==> src/rtl/bus_split_arbiter.sv <==
// bus_split_arbiter: split-transaction bus arbiter for two masters and a split-slave return port.
// Define BUS_SPLIT_ARBITER_TIMEOUT_EN to add the grant-hold timeout.
module bus_split_arbiter #(
  parameter int TIMEOUT_CYCLES = 64,
  parameter int CNT_W = 8
) (
  input  logic       clk,
  input  logic       rst_n,
  input  logic       req_m_1,
  input  logic       req_m_2,
  input  logic       req_split,
  input  logic       split_ack,
  output logic       grant_m_1,
  output logic       grant_m_2,
  output logic       grant_split,
  output logic [1:0] sel,
  output logic       split_pending,
  output logic       split_owner,
  output logic       split_err,
  output logic       timeout_err
);
  // State codes double as the sel encoding, so sel is the state register itself.
  localparam logic [1:0] GNT_M1 = 2'b00, GNT_M2 = 2'b01, GNT_SPLIT = 2'b10, IDLE = 2'b11;
  logic [1:0] state, state_nx, pick;
  logic last, last_nx, pend_nx, owner_nx;
  logic m1_ok, m2_ok, mst, cur_req, split_new, hold, revoke;
  always_comb begin
    m1_ok = req_m_1 & ~(split_pending & ~split_owner);
    m2_ok = req_m_2 & ~(split_pending & split_owner);
    pick = req_split ? GNT_SPLIT : (m1_ok & m2_ok) ? (last ? GNT_M1 : GNT_M2) :
           m1_ok ? GNT_M1 : m2_ok ? GNT_M2 : IDLE;
    mst = (state == GNT_M1) | (state == GNT_M2);
    cur_req = (state == GNT_M1) ? req_m_1 : (state == GNT_M2) ? req_m_2 : req_split;
    split_new = mst & split_ack & ~split_pending;
    hold = (state != IDLE) & cur_req & ~split_new;
    state_nx = (state == IDLE) ? pick : (hold & ~revoke) ? state : IDLE;
    last_nx = (state == IDLE && pick == GNT_M1) ? 1'b0 :
              (state == IDLE && pick == GNT_M2) ? 1'b1 : last;
    pend_nx = split_new ? 1'b1 : (state == GNT_SPLIT && !req_split) ? 1'b0 : split_pending;
    owner_nx = split_new ? state[0] : split_owner;
  end
  always_ff @(posedge clk or negedge rst_n)
    if (!rst_n) begin
      state <= IDLE;
      last <= 1'b1;
      grant_m_1 <= 1'b0;
      grant_m_2 <= 1'b0;
      grant_split <= 1'b0;
      split_pending <= 1'b0;
      split_owner <= 1'b0;
      split_err <= 1'b0;
    end else begin
      state <= state_nx;
      last <= last_nx;
      grant_m_1 <= state_nx == GNT_M1;
      grant_m_2 <= state_nx == GNT_M2;
      grant_split <= state_nx == GNT_SPLIT;
      split_pending <= pend_nx;
      split_owner <= owner_nx;
      split_err <= mst & split_ack & split_pending;
    end
  assign sel = state;
`ifdef BUS_SPLIT_ARBITER_TIMEOUT_EN
  // Counter is zero on the first grant cycle, so a grant lasts exactly TIMEOUT_CYCLES.
  logic [CNT_W-1:0] cnt;
  assign revoke = hold & (cnt == CNT_W'(TIMEOUT_CYCLES - 1));
  always_ff @(posedge clk or negedge rst_n)
    if (!rst_n) begin
      cnt <= '0;
      timeout_err <= 1'b0;
    end else begin
      cnt <= (state == IDLE) ? '0 : cnt + 1'b1;
      timeout_err <= revoke;
    end
`else
  assign revoke = 1'b0;
  assign timeout_err = 1'b0;
`endif
endmodule
==> config.mk <==
export PLATFORM = sky130hd
export DESIGN_NAME = bus_split_arbiter
export DESIGN_NICKNAME = d
export VERILOG_FILES = /design/src/rtl/bus_split_arbiter.sv
export SDC_FILE = /design/constraint.sdc
export NUM_CORES = 1
export LEC_CHECK = 0
export CAP_MARGIN = 30
export CORE_AREA = 2 2 39 41
export DETAILED_ROUTE_END_ITERATION = 8
export DIE_AREA = 0 0 41 43
export HOLD_SLACK_MARGIN = 0.15
export MAX_ROUTING_LAYER = met4
export SETUP_SLACK_MARGIN = 0.2
export SYNTH_ARGS = -nofsm -noshare
export SYNTH_HDL_FRONTEND = slang
export SYNTH_SLANG_ARGS = --single-unit
export TNS_END_PERCENT = 5
==> constraint.sdc <==
create_clock -name clk -period 1.25 [get_ports clk]
set_input_delay 0.25 -clock clk [delete_from_list [all_inputs] [get_ports clk]]
set_output_delay 0.25 -clock clk [all_outputs]
set_load 0.02 [all_outputs]
## After elaboration in Yosys (flattened, before gate mapping)

Cells that the tools add are included.

- Eq/ne operators: 7
- Multiplexer cells: 13
- Bitwise operators: 16
- Reduce and logical (&&, ||, !) cells: 9

Operators by type and width:

| operator | count |
|---|---|
| $mux W2 | 6 |
| $and A1 B1 Y1 | 10 |
| $mux W1 | 7 |
| $eq A2 B1 Y1 const B | 3 |
| $eq A2 B2 Y1 const B | 3 |
| $logic_not A2 Y1 | 3 |
| $not A1 Y1 | 5 |
| $reduce_bool A2 Y1 | 2 |
| $logic_and A1 B1 Y1 | 3 |
| $ne A2 B2 Y1 const B | 1 |
| $logic_not A1 Y1 | 1 |
| $or A1 B1 Y1 | 1 |

- Register bits after elaboration: 9
- Word-level logic and storage cells: 53

## Depth between registers and ports, before layout

Gate-level depths: netlist of run 1.

- Depth in word-level cells: 11
- Depth in mapped cells: 3

## Least setup slack after synthesis of run 1

OpenSTA, ideal clock, no wires.

- Kind: register to register
- Start point: register state[1], in the netlist sel[1]
- End point: register split_owner
- Data arrival time: 1106 ps
- Data required time: 1122 ps
- Path slack: 17 ps
- Cell stages (with the launch flop): 4
- Clock period less this slack: 1233 ps
- Cell sequence: dfstp_2 nor2b_1 nor2b_1 mux2_1

- Word-level cells in the longest chain between the ends: 4

RTL lines:

| item | line | source |
|---|---|---|
| from (decl) | 24 | `logic [1:0] state, state_nx, pick;` |
| from (signal assigned) | 53 | `state <= state_nx;` |
| $eq A2 B1 Y1 or $logic_not A2 Y1 (tied branches) | 32 | `mst = (state == GNT_M1) \| (state == GNT_M2);` |
| $or A1 B1 Y1 (*) | 32 |  |
| $and A1 B1 Y1 (*) (2 in series) | 34 | `split_new = mst & split_ack & ~split_pending;` |
| to (signal assigned) | 59 | `split_owner <= owner_nx;` |
| to (decl) | 18 | `output logic split_owner,` |

Mark *: on every way between the ends. The rest lies on a longest branch, timed or not.
A chain may end at the register's enable or synchronous reset.

## Final worst setup path of run 1

- Start point: register state[0], in the netlist sel[0]
- End point: register grant_m_2

- Word-level cells in the longest chain between the ends: 9

RTL lines:

| item | line | source |
|---|---|---|
| $eq A2 B1 Y1 or $logic_not A2 Y1 (tied branches) | 32, 33 |  |
| $or A1 B1 Y1 | 32 |  |
| $and A1 B1 Y1 (2 in series) | 34 |  |
| $not A1 Y1 | 35 | `hold = (state != IDLE) & cur_req & ~split_new;` |
| $and A1 B1 Y1 | 35 |  |
| $mux W2 | 36 | `state_nx = (state == IDLE) ? pick : (hold & ~revoke) ? state : IDLE;` |
| $mux W2 (*) | 36 |  |
| $eq A2 B1 Y1 (*) | 56 | `grant_m_2 <= state_nx == GNT_M2;` |
| to (signal assigned) | 47 | `grant_m_2 <= 1'b0;` |
| to (signal assigned) | 56 |  |
| to (decl) | 14 | `output logic grant_m_2,` |

Marked as above.

==> reports/qor.txt, run 1 <==
Synthesis Warnings = 0
flops & latches, synth = 9
Post-synth top cells = dfrtp_1 (6), and2_1 (3), dfstp_2 (3), nor2b_1 (3), nand2b_1 (2)
worst r2r src = sel[0]$_DFF_PN1_
IO Pins = 15
die area = 0.00176 mm²
CP arrival = 1.41 ns
Final Skew = 0.000976 ns
CP Class = reg -> reg
clock root buffer master = clkbuf_4
# port buffers = 13
Die Y = 43 µm
Starting Density = 0.325
CTS Sinks = 9
grt ovf = 0
worst-path fanout max = 5
drt via density = 4.82
total number of vias = 381
Setup Total Neg Slack = -0.0921 ns
failing checks = setup timing
Final Hold Fails = 0
placed insts = 73
final worst-path setup slack = -0.0396 ns
Synth area leaders = dfrtp_1 (33%), dfstp_2 (18%), and2_1 (4.2%)
global-route wire length before repair = 1650 µm
Worst setup EP type = flip-flop
Post-DP HPWL = 753 µm
largest net degree at the start of global routing = 10
Routed Antenna Nets = 0
CTS tree = done
nets = 70
Total GRT Usage = 0.146
post-synthesis net count = 43
Static Leakage = 0.000325 µW
Top Usage Layer GRT = met2
CTS max path bufs = 2
Distinct cells, synth = 25
Final Max Slew Viols = 0
Multi-input gate area = 244 µm²
vias in the first global route = 399
pre-CTS WS = -0.247 ns
worst-skew pair later-pin latency = 0.25 ns
RSZ-0062 raised after global routing = yes
H-tree depth = 1
Post-Layout Inst Area = 726 µm²
main flop type after synthesis = dfrtp_1
DRC Markers = 0
DR pass1 iterations = 4
final period utilization = 1.03
met3 Usage GRT = 0.0785
initial antenna violation count = 0
Die Wd = 41 µm
met1 Use GR = 0.162
Achievable Freq = 775 MHz
final wirelength = 989 µm
CP required = 1.37 ns
GPL Wtd Cong = 0.761
fin crit period = 1.29 ns
min-delay worst type = in -> async
PwrDens = 2110 mW/mm²
Layout fillers = 132
routed len/inst = 12.5 µm
Syn Inst Count = 37
cell row count = 14
ys async rst share = 1.00
EDFF count, synth = 0
Critical path origin = sel[0]$_DFF_PN1_
Seq/Total Area, Yosys = 0.508
share of the synthesized area in the top cell type = 0.333
cell taking the most area after synthesis = dfrtp_1
layout cells sized above 1 = 0.571
run status = complete, but fails checks
post-synthesis cell area = 450 µm²
DP Area = 653 µm²
FF/Latch Area = 229 µm²
Startpoint Class = flip-flop
area added between synthesis and finish = 61.1%
1st-iter DRT viols = 5
dominant cell by count in the synthesized netlist = dfrtp_1
CTS Hold Buffers Added = 0
final setup fails = 3
antenna cells = 0
worst vdd ir = 0.883 mV
max cap viols = 0
Layout Cells excl Fill = 79
clock-pin slew on the worst setup and hold paths = 0.05 ns
syn avg cell area = 12.2 µm²
grt met2 use = 0.222
cts bufs inserted = 3
core area = 0.00138 mm²
-- per-stage QoR --
| step | utilization | power [µW] | hold slack, ns |
|---|---|---|---|
| 3_3_place_gp | 0.472 | 1210 | 0.522 |
| 5_1_grt | 0.524 | 1650 | 0.304 |
| 4_1_cts | 0.505 | 1510 | 0.296 |
| 2_1_floorplan | - | 866 | -0.0456 |
| 3_5_place_dp | 0.472 | 1220 | 0.529 |
| 6_report | 0.524 | 1530 | 0.285 |
-- cell usage in the layout, fill, tap and decap left out, types with 2 or more instances in the layout --
cell and count:
buf_4 10, dfrtp_1 6, buf_6 6, clkdlybuf4s50_1 5, and2_1 3, clkbuf_4 3, dfstp_2 3, nand2b_1 2
nor2b_1 2, buf_2 2
-- timing repair --
| item | 4_1_cts | 5_1_grt |
|---|---|---|
| pin swaps | 5 | 2 |
| setup endpoints to repair | 16 | 14 |
| buffers inserted | 2 | 0 |
| resized for setup | 44 | 7 |
-- worst max-delay path: stages (launching register included) --
cell	delay (ns)
dfstp_2	0.54
buf_6	0.11
nor2b_1	0.06
o211ai_1	0.33
a211oi_2	0.12
-- per-layer routing --
layer | routed length, µm | share of wire | up-vias
met5 | 0 | 0 | -
met4 | 11 | 0.011 | 0
met3 | 53 | 0.054 | 2
met2 | 542 | 0.55 | 11
met1 | 382 | 0.39 | 183
li1 | - | - | 185
-- registers in the layout, summed over array words and instances (netlist names) --
signal and count:
sel 2, grant_m_1 1, grant_m_2 1, grant_split 1
last 1, split_err 1, split_owner 1, split_pending 1
-- logic make-up after synthesis --
logic type / synth area share
other: 0.00833
flip-flops: 0.508
buffers and inverters: 0.0250
AND/OR/NAND/NOR: 0.211
AO/OA/AOI/OAI: 0.197
multiplexers: 0.0500
-- worst paths after layout --
kind | slack [ns] | cells past startpoint | end
min in group clk | 0.54 | 2 | last$_DFFE_PN1P_
hold reg to reg | 0.54 | 2 | last$_DFFE_PN1P_
setup / recovery | -0.04 | 4 | grant_m_2$_DFF_PN0_
setup reg to reg | -0.04 | 4 | grant_m_2$_DFF_PN0_
hold / removal | 0.29 | 1 | grant_split$_DFF_PN0_
max in group asynchronous | 0.65 | 1 | last$_DFFE_PN1P_
-- power by group --
| part | total (µW) | internal (µW) | switching (µW) | leakage (µW) |
|---|---|---|---|---|
| Clock | 211 | 122 | 88.7 | 0.0000150 |
| Sequential | 493 | 420 | 72.9 | 0.000110 |
| Combinational | 831 | 448 | 383 | 0.000200 |
-- final cells by class --
type                    instances  area share
inverters                       1     0.00517
repair buffers                 23       0.279
clock buffers                   4      0.0362
multi-input cells              26       0.336
flip-flops and latches          9       0.316
well taps                      16      0.0276
Power figures use the tool's default switching activity.
==> run 2: changes to the inputs <==
--- a/config.mk
+++ b/config.mk
@@ -11,6 +11,7 @@
 export DIE_AREA = 0 0 41 43
 export HOLD_SLACK_MARGIN = 0.15
 export MAX_ROUTING_LAYER = met4
+export RECOVER_POWER = 100
 export SETUP_SLACK_MARGIN = 0.2
 export SYNTH_ARGS = -nofsm -noshare
 export SYNTH_HDL_FRONTEND = slang
==> reports/qor.txt, run 2 (synthesis results as in run 1) <==
run status = complete, but fails checks
failing checks = setup timing
DP Area = 653 µm² (unchanged)
Hold WS = 0.356 ns (+0.0705 ns)
Final Max Slew Viols = 0 (unchanged)
Die Y = 43 µm (unchanged)
Total GRT Usage = 0.146 (unchanged)
min-delay worst type = in -> async
1st-iter DRT viols = 3 (-2)
routed len/inst = 12.6 µm (+1.0%)
final period utilization = 1.03 (-0.00520)
cell row count = 14 (unchanged)
CP arrival = 1.41 ns (about the same)
CTS max path bufs = 2 (unchanged)
part of the power in the clock network = 0.146 (+0.009)
commonest cells after routing, fill and taps aside = buf_4 (9), clkbuf_1 (6), dfrtp_1 (6)
final wirelength = 999 µm (+1.0%)
placed insts = 73 (unchanged)
Layout fillers = 139 (+5.3%)
cts bufs inserted = 3 (unchanged)
CP Class = reg -> reg
Post-Layout Inst Area = 686 µm² (-5.5%)
NetSw = 528 µW (-3.0%)
max reg flops = 2 (unchanged)
H-tree depth = 1 (unchanged)
vias in the first global route = 399 (unchanged)
DR pass1 iterations = 4 (unchanged)
Pint = 917 µW (-7.4%)
clock-pin slew on the worst setup and hold paths = 0.05 ns (about the same)
final worst-path setup slack = -0.0331 ns (+0.00649 ns)
Post-DP HPWL = 753 µm (unchanged)
grt ovf = 0 (unchanged)
worst path cell trace = buf_6, nor2b_1, o211ai_1, a211oi_2
Worst Reg2Reg Path Length in Cells = 4 (unchanged)
Final Skew = 0.00119 ns (+0.000211 ns)
nets = 70 (unchanged)
# port buffers = 13 (unchanged)
Final Hold Fails = 0 (unchanged)
r2r setup slk = -0.03 ns (about the same)
Comb power frac = 0.519 (-0.023)
CTS tree = done
worst r2r src = sel[0]$_DFF_PN1_
RSZ-0062 raised after global routing = yes
Critical Path Max Stage Delay = 0.54 ns (about the same)
global-route wire length before repair = 1650 µm (unchanged)
CTS Sinks = 9 (unchanged)
CP required = 1.37 ns (about the same)
layout cells sized above 1 = 0.492 (-0.0794)
clock root buffer master = clkbuf_4
Routed Antenna Nets = 0 (unchanged)
worst r2r dst = grant_m_2$_DFF_PN0_
Static Leakage = 0.000298 µW (-8.1%)
area added between synthesis and finish = 52.2%
Critical path origin = sel[0]$_DFF_PN1_
FF/Latch Area = 229 µm² (unchanged)
Multi-input gate area = 238 µm² (-2.6%)
antenna cells = 0 (unchanged)
Sequential Power Share = 0.335 (+0.014)
Switching Share = 0.365 (+0.0107)
largest net degree at the start of global routing = 10 (unchanged)
PwrDens = 2110 mW/mm² (-0.36%)
IO Pins = 15 (unchanged)
worst vdd ir = 0.859 mV (-2.7%)
initial antenna violation count = 0 (unchanged)
Worst Setup EP = grant_m_2$_DFF_PN0_
worst-skew pair later-pin latency = 0.25 ns (about the same)
die area = 0.00176 mm² (unchanged)
core area = 0.00138 mm² (unchanged)
drt via density = 4.72 (-2.1%)
Layout Cells excl Fill = 79 (unchanged)
slowest CP cell = dfstp_2
Worst setup EP type = flip-flop
total number of vias = 373 (-2.1%)
DRC Markers = 0 (unchanged)
Die Wd = 41 µm (unchanged)
fin crit period = 1.28 ns (-0.00649 ns)
Final Util = 0.495 (-0.0289)
most common cell after layout, fill and taps aside = buf_4
GPL Wtd Cong = 0.761 (unchanged)
CTS Hold Buffers Added = 0 (unchanged)
worst-path fanout max = 5 (unchanged)
Starting Density = 0.325 (unchanged)
max cap viols = 0 (unchanged)
final setup fails = 3 (unchanged)
Achievable Freq = 779 MHz (+0.51%)
Startpoint Class = flip-flop
-- run 2: metrics by stage --
stage / setup slack (ns) / total power [µW] / setup TNS (ns)
final: -0.0331 / 1440 / -0.0793
after global routing: -0.0768 / 1560 / -0.340
after CTS: -0.0595 / 1510 / -0.0829
after detailed placement: -0.247 / 1220 / -1.23
after global placement: -0.260 / 1210 / -1.26
after floorplan: 0.0166 / 866 / 0
-- run 2: power groups by stage --
stage | logic (µW) | registers, µW | clock network, µW
after global routing | 816 | 500 | 244
final | 750 | 484 | 211
after detailed placement | 740 | 481 | 0
after CTS | 794 | 488 | 224
after floorplan | 255 | 611 | 0
after global placement | 737 | 476 | 0
-- run 2: worst min path at each step --
| stage | from | endpoint | slack (ns) | depth (start not counted) |
|---|---|---|---|---|
| floorplan | rst_n | grant_m_1$_DFF_PN0_ | -0.05 | 0 |
| CTS | rst_n | grant_split$_DFF_PN0_ | 0.30 | 1 |
| finish | rst_n | grant_split$_DFF_PN0_ | 0.36 | 1 |
| global route | rst_n | grant_split$_DFF_PN0_ | 0.37 | 1 |
| global placement | last$_DFFE_PN1P_ | last$_DFFE_PN1P_ | 0.52 | 2 |
| detailed placement | last$_DFFE_PN1P_ | last$_DFFE_PN1P_ | 0.53 | 2 |
-- run 2: critical path, delay by kind of cell (launching register included) --
kind / cells / cell delay, ns
simple gates: 1 / 0.06
compound gates: 2 / 0.45
flops: 1 / 0.54
buf+inv: 1 / 0.11
-- run 2: layout make-up --
class                      count  area share
sequential                     9       0.334
inverter                       1     0.00547
clock buffer                   4      0.0383
tap                           16      0.0292
timing repair buffer          23       0.246
multi-input combinational     26       0.347
-- run 2: per-layer routing --
| layer | vias to the layer above | routed length [µm] | GRT usage |
|---|---|---|---|
| met5 | - | 0 | - |
| met4 | 0 | 11 | 0.0400 |
| met3 | 2 | 55 | 0.0785 |
| met2 | 11 | 556 | 0.222 |
| met1 | 177 | 376 | 0.162 |
| li1 | 183 | - | - |
-- run 2: repair_timing --
item                                    CTS  global route
gates cloned                              0             0
setup buffers                             2             0
resized for setup                        44             7
endpoints found under the hold margin     0             0
endpoints found under the setup margin   16            14
pin swaps                                 5             2
==> run 3: changes to the inputs <==
--- a/config.mk
+++ b/config.mk
@@ -9,6 +9,7 @@
 export CORE_AREA = 2 2 39 41
 export DETAILED_ROUTE_END_ITERATION = 8
 export DIE_AREA = 0 0 41 43
+export GPL_ROUTABILITY_DRIVEN = 0
 export HOLD_SLACK_MARGIN = 0.15
 export MAX_ROUTING_LAYER = met4
 export RECOVER_POWER = 100
==> results of run 3 <==
Same layout as run 2: the final DEF is identical, and so are final timing and power.
